$ cat config.mk
export PLATFORM = sky130hd
export DESIGN_NAME = csr_trap_unit_flat
export DESIGN_NICKNAME = d
export VERILOG_FILES = /design/src/rtl/csr_trap_unit_if.sv /design/src/rtl/csr_trap_unit.sv /design/src/flat_wrapper.sv
export SDC_FILE = /design/constraint.sdc
export NUM_CORES = 1
export LEC_CHECK = 0
export BUFFER_PORTS_ARGS = -buffer_cell sky130_fd_sc_hd__buf_2
export CAP_MARGIN = 10
export CELL_PAD_IN_SITES_DETAIL_PLACEMENT = 1
export CELL_PAD_IN_SITES_GLOBAL_PLACEMENT = 1
export CORE_ASPECT_RATIO = 0.7
export CORE_MARGIN = 10
export CORE_UTILIZATION = 34
export CTS_CLUSTER_DIAMETER = 200
export DETAILED_ROUTE_END_ITERATION = 16
export GPL_ROUTABILITY_DRIVEN = 0
export PLACE_DENSITY_LB_ADDON = 0.1
export SLEW_MARGIN = 25
export SYNTH_ARGS = -nofsm -noshare
export SYNTH_HDL_FRONTEND = slang
export SYNTH_SLANG_ARGS = --single-unit
$ cat constraint.sdc
create_clock -name clk -period 2.85 [get_ports clk]
set_clock_uncertainty 0.05 [all_clocks]
set_input_delay 0.4275 -clock clk [delete_from_list [all_inputs] [get_ports clk]]
set_output_delay 0.4275 -clock clk [all_outputs]
set_load 0.05 [all_outputs]
$ cat src/rtl/csr_trap_unit_if.sv
// CSR access bus between the controller (master) and the CSR/trap unit (slave).
// Read data and the illegal flag are combinational on the current address and op.
interface csr_trap_unit_if;
    logic [1:0]  op;
    logic [11:0] addr;
    logic [31:0] wdata;
    logic [31:0] rdata;
    logic        illegal;

    modport master (output op, addr, wdata, input rdata, illegal);
    modport slave  (input op, addr, wdata, output rdata, illegal);
endinterface

$ cat src/rtl/csr_trap_unit.sv
// Machine-mode CSR file with trap entry/return, level interrupt arbitration and a 64-bit cycle counter.
// Optional feature macro: CSR_INSTRET_EN adds the 64-bit minstret counter at B02/B82.
module csr_trap_unit #(
    parameter logic [31:0] TVEC_ADDRESS = 32'h0,
    parameter int          NUM_IRQ      = 4,
    parameter int          NUM_SCRATCH  = 2
) (
    input  logic               clk,
    input  logic               rst_n,
    csr_trap_unit_if.slave     csr_if,
    input  logic [NUM_IRQ-1:0] irq_i,
    input  logic               trap_i,
    input  logic [4:0]         trap_cause_i,
    input  logic               trap_irq_i,
    input  logic               mret_i,
    input  logic               instret_i,
    input  logic [31:0]        pc_i,
    output logic [31:0]        epc_o,
    output logic [31:0]        tvec_o,
    output logic               irq_req_o,
    output logic [4:0]         irq_id_o
);
    localparam int          NS       = (NUM_SCRATCH > 0) ? NUM_SCRATCH : 1;
    localparam logic [31:0] MIE_MASK = ((32'h1 << NUM_IRQ) - 32'h1) << 16;
    localparam logic [1:0]  OP_NONE  = 2'b00;
    localparam logic [1:0]  OP_WRITE = 2'b01;
    localparam logic [1:0]  OP_SET   = 2'b10;
    localparam logic [1:0]  OP_CLEAR = 2'b11;

    logic               sts_mie_q, sts_mie_d;
    logic               sts_mpie_q, sts_mpie_d;
    logic [31:0]        mie_q, mie_d;
    logic [31:0]        mtvec_q, mtvec_d;
    logic [31:0]        mscratch_q, mscratch_d;
    logic [31:0]        mepc_q, mepc_d;
    logic [31:0]        mcause_q, mcause_d;
    logic [63:0]        mcycle_q, mcycle_d;
    logic [31:0]        scratch_q [NS];
    logic [31:0]        scratch_d [NS];
    logic [NUM_IRQ-1:0] mip_q, mip_d;
    logic               irq_req_q, irq_req_d;
    logic [4:0]         irq_id_q, irq_id_d;
`ifdef CSR_INSTRET_EN
    logic [63:0]        minstret_q, minstret_d;
`else
    logic               unused_instret;
    assign unused_instret = instret_i;
`endif

    logic [31:0] mip_word, pending, old_val, wval;
    logic        mapped, read_only, csr_we;

    assign mip_word = 32'(mip_q) << 16;
    assign pending  = mip_word & mie_q;

    always_comb begin
        old_val   = '0;
        mapped    = 1'b1;
        read_only = 1'b0;
        case (csr_if.addr)
            12'h300: old_val = {19'b0, 2'b11, 3'b0, sts_mpie_q, 3'b0, sts_mie_q, 3'b0};
            12'h304: old_val = mie_q;
            12'h305: old_val = mtvec_q;
            12'h340: old_val = mscratch_q;
            12'h341: old_val = mepc_q;
            12'h342: old_val = mcause_q;
            12'h344: begin
                old_val   = mip_word;
                read_only = 1'b1;
            end
            12'hB00: old_val = mcycle_q[31:0];
            12'hB80: old_val = mcycle_q[63:32];
`ifdef CSR_INSTRET_EN
            12'hB02: old_val = minstret_q[31:0];
            12'hB82: old_val = minstret_q[63:32];
`endif
            default: mapped = 1'b0;
        endcase
        for (int i = 0; i < NUM_SCRATCH; i++) begin
            if (csr_if.addr == 12'h7C0 + 12'(i)) begin
                mapped  = 1'b1;
                old_val = scratch_q[i];
            end
        end
    end

    assign csr_if.illegal = (csr_if.op != OP_NONE) && (!mapped || read_only);
    assign csr_if.rdata   = csr_if.illegal ? 32'h0 : old_val;
    // A trap or mret flushes the CSR instruction sharing its cycle.
    assign csr_we = (csr_if.op != OP_NONE) && !csr_if.illegal && !trap_i && !mret_i;

    always_comb begin
        case (csr_if.op)
            OP_WRITE: wval = csr_if.wdata;
            OP_SET:   wval = old_val | csr_if.wdata;
            OP_CLEAR: wval = old_val & ~csr_if.wdata;
            default:  wval = old_val;
        endcase
    end

    always_comb begin
        sts_mie_d  = sts_mie_q;
        sts_mpie_d = sts_mpie_q;
        mie_d      = mie_q;
        mtvec_d    = mtvec_q;
        mscratch_d = mscratch_q;
        mepc_d     = mepc_q;
        mcause_d   = mcause_q;
        scratch_d  = scratch_q;
        mcycle_d   = mcycle_q + 64'd1;
`ifdef CSR_INSTRET_EN
        minstret_d = minstret_q + 64'(instret_i);
`endif
        if (csr_we) begin
            case (csr_if.addr)
                12'h300: begin
                    sts_mie_d  = wval[3];
                    sts_mpie_d = wval[7];
                end
                12'h304: mie_d      = wval & MIE_MASK;
                12'h305: mtvec_d    = wval & ~32'h2;
                12'h340: mscratch_d = wval;
                12'h341: mepc_d     = {wval[31:2], 2'b00};
                12'h342: mcause_d   = wval;
                12'hB00: mcycle_d   = {mcycle_q[63:32], wval};
                12'hB80: mcycle_d   = {wval, mcycle_q[31:0]};
`ifdef CSR_INSTRET_EN
                12'hB02: minstret_d = {minstret_q[63:32], wval};
                12'hB82: minstret_d = {wval, minstret_q[31:0]};
`endif
                default: ;
            endcase
            for (int i = 0; i < NUM_SCRATCH; i++) begin
                if (csr_if.addr == 12'h7C0 + 12'(i)) scratch_d[i] = wval;
            end
        end
        if (trap_i) begin
            mepc_d     = {pc_i[31:2], 2'b00};
            mcause_d   = {trap_irq_i, 26'b0, trap_cause_i};
            sts_mpie_d = sts_mie_q;
            sts_mie_d  = 1'b0;
        end else if (mret_i) begin
            sts_mie_d  = sts_mpie_q;
            sts_mpie_d = 1'b1;
        end
        mip_d     = irq_i;
        irq_req_d = sts_mie_q && (|pending);
        irq_id_d  = '0;
        for (int i = NUM_IRQ - 1; i >= 0; i--) begin
            if (pending[16+i]) irq_id_d = 5'(16 + i);
        end
    end

    always_ff @(posedge clk or negedge rst_n) begin
        if (!rst_n) begin
            sts_mie_q  <= 1'b0;
            sts_mpie_q <= 1'b0;
            mie_q      <= '0;
            mtvec_q    <= TVEC_ADDRESS & ~32'h2;
            mscratch_q <= '0;
            mepc_q     <= '0;
            mcause_q   <= '0;
            mcycle_q   <= '0;
            for (int i = 0; i < NS; i++) scratch_q[i] <= '0;
            mip_q      <= '0;
            irq_req_q  <= 1'b0;
            irq_id_q   <= '0;
`ifdef CSR_INSTRET_EN
            minstret_q <= '0;
`endif
        end else begin
            sts_mie_q  <= sts_mie_d;
            sts_mpie_q <= sts_mpie_d;
            mie_q      <= mie_d;
            mtvec_q    <= mtvec_d;
            mscratch_q <= mscratch_d;
            mepc_q     <= mepc_d;
            mcause_q   <= mcause_d;
            mcycle_q   <= mcycle_d;
            scratch_q  <= scratch_d;
            mip_q      <= mip_d;
            irq_req_q  <= irq_req_d;
            irq_id_q   <= irq_id_d;
`ifdef CSR_INSTRET_EN
            minstret_q <= minstret_d;
`endif
        end
    end

    assign epc_o     = mepc_q;
    assign tvec_o    = (mtvec_q[0] && mcause_q[31])
                       ? {mtvec_q[31:2], 2'b00} + {25'b0, mcause_q[4:0], 2'b00}
                       : {mtvec_q[31:2], 2'b00};
    assign irq_req_o = irq_req_q;
    assign irq_id_o  = irq_id_q;
endmodule
$ cat src/flat_wrapper.sv
// flat-port wrapper written by rule: the top's interface ports become plain ports
module csr_trap_unit_flat 
#(
    parameter logic [31:0] TVEC_ADDRESS = 32'h0,
    parameter int          NUM_IRQ      = 4,
    parameter int          NUM_SCRATCH  = 2
)
  (clk, rst_n, irq_i, trap_i, trap_cause_i, trap_irq_i, mret_i, instret_i, pc_i, epc_o, tvec_o, irq_req_o, irq_id_o, csr_if_op, csr_if_addr, csr_if_wdata, csr_if_rdata, csr_if_illegal);
  csr_trap_unit_if csr_if_i ();
  input  logic clk;
  input  logic rst_n;
  input  logic [NUM_IRQ-1:0] irq_i;
  input  logic trap_i;
  input  logic [4:0] trap_cause_i;
  input  logic trap_irq_i;
  input  logic mret_i;
  input  logic instret_i;
  input  logic [31:0] pc_i;
  output logic [31:0] epc_o;
  output logic [31:0] tvec_o;
  output logic irq_req_o;
  output logic [4:0] irq_id_o;
  input wire logic [$bits(csr_if_i.op)-1:0] csr_if_op;
  input wire logic [$bits(csr_if_i.addr)-1:0] csr_if_addr;
  input wire logic [$bits(csr_if_i.wdata)-1:0] csr_if_wdata;
  output wire logic [$bits(csr_if_i.rdata)-1:0] csr_if_rdata;
  output wire logic [$bits(csr_if_i.illegal)-1:0] csr_if_illegal;
  assign csr_if_i.op = csr_if_op;
  assign csr_if_i.addr = csr_if_addr;
  assign csr_if_i.wdata = csr_if_wdata;
  assign csr_if_rdata = csr_if_i.rdata;
  assign csr_if_illegal = csr_if_i.illegal;
  csr_trap_unit #(.TVEC_ADDRESS(TVEC_ADDRESS), .NUM_IRQ(NUM_IRQ), .NUM_SCRATCH(NUM_SCRATCH)) u_core (.clk(clk), .rst_n(rst_n), .csr_if(csr_if_i), .irq_i(irq_i), .trap_i(trap_i), .trap_cause_i(trap_cause_i), .trap_irq_i(trap_irq_i), .mret_i(mret_i), .instret_i(instret_i), .pc_i(pc_i), .epc_o(epc_o), .tvec_o(tvec_o), .irq_req_o(irq_req_o), .irq_id_o(irq_id_o));
endmodule
==> results.json <==
{
  "status": "finished, violations left",
  "violations": "setup timing",
  "pwr-share-seq": 0.404,
  "final-setup-viol-count": 51,
  "met1_usage": 0.4257,
  "reg2regPathDepth": 7,
  "h-tree-depth": 1,
  "synth_async_sr_flop_share": 1.000,
  "synth.most_common_cell": "dfrtp_1",
  "switching_share": 0.2955,
  "clockRootBuffer": "clkbuf_16",
  "powerDensity_mw_per_mm2": 388.3,
  "slowest_stage": "or4b_4",
  "vias_per_cell": 6.192,
  "die_w_microns": 281.1,
  "holdCritPathClass": "input port to flop",
  "coreArea_sq_mm": 0.04682,
  "synth_seq_cells": 267,
  "r2r_end": "u_core.epc_o[22]",
  "maxSlewViolCount": 0,
  "busiest_layer": "met2",
  "cp-startpoint": "u_core.mcause_q[1]",
  "slew_headroom": 0.4368,
  "postPlaceCellArea_sq_mm": 0.02184,
  "drc": 0,
  "clk_latency_ns": 0.59,
  "drive_above_1_share": 0.3996,
  "cts_buffer_depth": 3,
  "fin_crit_sh": 1.253,
  "power_frac_comb": 0.159,
  "ant_nets": 0,
  "yosys.area.top_type": "dfrtp_1",
  "crit_chain": "ha_1 > a21o_1 > a21oi_2 > o21ai_2 > or4b_4 > buf_6 > nor2_4 > buf_6 > nand3_2 > xnor2_2 > buf_6",
  "timing.final.crit_period_ns": 3.572,
  "setup_slack_ns": -0.7219,
  "synthToLayoutAreaGrowth_pct": 57.35,
  "critPathTopFamily": "simple AND/OR/NAND/NOR gates",
  "holdCritStartpoint": "pc_i[25]",
  "io-pin-count": 196,
  "clkTransAtPathRegs_ns": 0.06,
  "core.rowCount": 66,
  "power_switching_mw": 2.930,
  "fmax_mhz": 280.0,
  "grt_pass1_vias": 19780,
  "drtPass1Iterations": 6,
  "synth-edff-count": 0,
  "p_int_mw": 6.986,
  "synthFlopType": "dfrtp_1",
  "ir_worst_vdd_uv": 361.2,
  "grt_util_all_layers": 0.3109,
  "leakage_nw": 11.20,
  "worst-slew-pin-transition_ns": 0.8378,
  "drt-initial-drc-count": 2092,
  "vias": 19780,
  "grt_util_met2": 0.4709,
  "syn_area_sq_mm": 0.01623,
  "initial_core_util": 0.3466,
  "critPathArrivalTime_ns": 3.09,
  "rsz0062_at_grt": "yes",
  "syn_inst": 1947,
  "critPathRequiredTime_ns": 2.37,
  "synth_seq_area_share": 0.4117,
  "routedWlPerCell_microns": 29.48,
  "io_buffers": 186,
  "crit_fanout": 4,
  "holdPathStages": 3,
  "cts_tree": "yes",
  "grt_overflow": 0,
  "grt_pass1_wl_microns": 133400,
  "yosysUniqueCellTypes": 85,
  "fp.dieH_microns": 202.8,
  "die_area_sq_mm": 0.05702,
  "synth_top_area_share": 0.4117,
  "cpPeakStageDelay_ns": 0.54,
  "maxCapViolations": 0,
  "met3_usage": 0.07780,
  "num-nets-final": 2658,
  "numClockSinks": 267,
  "worstSetupPathType": "flop to output port",
  "worstSetupStartpointType": "flop",
  "pwr-share-clk": 0.438,
  "antenna_found_initial": 2,
  "synthTopCellsByCount": "dfrtp_1, nand2_1, o21ai_0",
  "wl_microns": 94150,
  "min_to": "u_core.epc_o[25]",
  "place_hpwl_microns": 69550,
  "cts_buffers": 30,
  "finish.utilization": 0.5455,
  "fill_cells": 5276,
  "synth_warnings": 0,
  "synthTopCellsByArea": "dfrtp_1, o21ai_0, nand2_1",
  "cp-end-kind": "output port",
  "grt_max_degree": 77,
  "reg2reg_from": "u_core.mcycle_q[54]",
  "syn_avg_cell_area_sq_um": 8.336,
  "hold_viol": 0,
  "reg2reg_setup_slack_ns": 0.07,
  "final_area_sq_mm": 0.02554,
  "cp_common_cell": "buf_6",
  "critPathBufInv": 3
}
-- power by group through the flow --
stage	registers (mW)	clock network, mW	logic [mW]
after floorplan	4.18	0	0.493
after global placement	4.07	0	1.40
after detailed placement	4.07	0	1.43
after CTS	4.00	4.37	1.50
after global routing	4.01	4.53	1.65
final	4.00	4.34	1.57
-- worst max path at each step --
stage	cells after the start	slack (ns)	endpoint
after floorplan	7	-0.16	csr_if_rdata[14]
after global placement	12	-0.45	u_core.mscratch_q[18]
after detailed placement	12	-0.49	u_core.epc_o[18]
after CTS	9	-0.72	tvec_o[31]
after global routing	9	-0.81	tvec_o[31]
final	11	-0.72	tvec_o[29]
-- worst reg2reg max path, delay by kind of cell, from the launching register on --
family / cells / cell delay, ns
AO/OA/AOI/OAI: 5 / 1.65
buffers and inverters: 1 / 0.19
flip-flops: 1 / 0.45
multiplexers: 1 / 0.33
-- registers in the layout (all words and copies together), names as in the netlist --
signal	flops
u_core.sts_mpie_q	1
u_core.mscratch_q	32
u_core.epc_o	30
u_core.mtvec_q	31
u_core.mcycle_q	64
u_core.irq_req_o	1
u_core.mie_q	4
u_core.mip_q	4
u_core.irq_id_o	3
u_core.scratch_q	64
u_core.sts_mie_q	1
u_core.mcause_q	32
-- layer usage --
metal / wire [microns] / vias up
met5: 0 / -
met1: 39700 / 10050
met2: 41130 / 1069
met4: 4067 / 0
met3: 9253 / 223
li1: - / 8435
-- cell type report --
class                   instances  area, sq um  share of cell area
multi-input cells            1505        10500              0.4113
flip-flops and latches        267         6684              0.2617
repair buffers                719         6371              0.2495
clock buffers                  39        875.8             0.03429
well taps                     612        765.7             0.02998
clock inverters                15        198.9            0.007790
inverters                      35        135.1            0.005291
diodes                          2        5.005           0.0001960
-- metrics by stage --
step | hold slack [ns] | TNS [ns] | setup slack [ns] | cells | total power, mW
6_report | 0.01752 | -14.99 | -0.7219 | 3194 | 9.916
2_1_floorplan | 0.08191 | -1.357 | -0.1568 | 1952 | 4.670
3_5_place_dp | 0.4135 | -67.93 | -0.4906 | 3042 | 5.496
4_1_cts | 0.004106 | -15.14 | -0.7231 | 3162 | 9.864
5_1_grt | 0.01783 | -18.60 | -0.8078 | 3192 | 10.19
3_3_place_gp | 0.4075 | -55.54 | -0.4458 | 3042 | 5.463
-- placed cells by master (no fill, tap or decap), types with 33 or more instances in the layout --
cell / instances
and3_1: 38
nand2_1: 242
o21ai_0: 221
dfrtp_1: 265
a21oi_1: 150
buf_2: 117
buf_4: 419
nor2_1: 106
nand3_1: 78
buf_6: 94
clkbuf_16: 33
mux2_2: 41
buf_12: 54
nand4_1: 41
-- kinds of logic (layout without fill, tap and decap cells) --
family	Yosys count	after routing	share of synthesized area
buffers and inverters	180	808	0.04564
AO/OA/AOI/OAI	675	675	0.2556
other	1	8	0.0002310
AND/OR/NAND/NOR	722	722	0.2216
XOR/XNOR	30	30	0.01619
adder cells (fa/ha/maj)	7	7	0.005859
multiplexers	65	65	0.04332
flip-flops	267	267	0.4117
-- repair_timing --
action / 4_1_cts / 5_1_grt
gates resized for setup: 268 / 163
setup buffers: 63 / 39
hold buffers: 9 / 0
cloned: 0 / 2
hold endpoints to repair: 77 / 0
endpoints found under the setup margin: 59 / 78
pin swaps: 79 / 78
No activity file was read; power rests on OpenSTA's default activity.
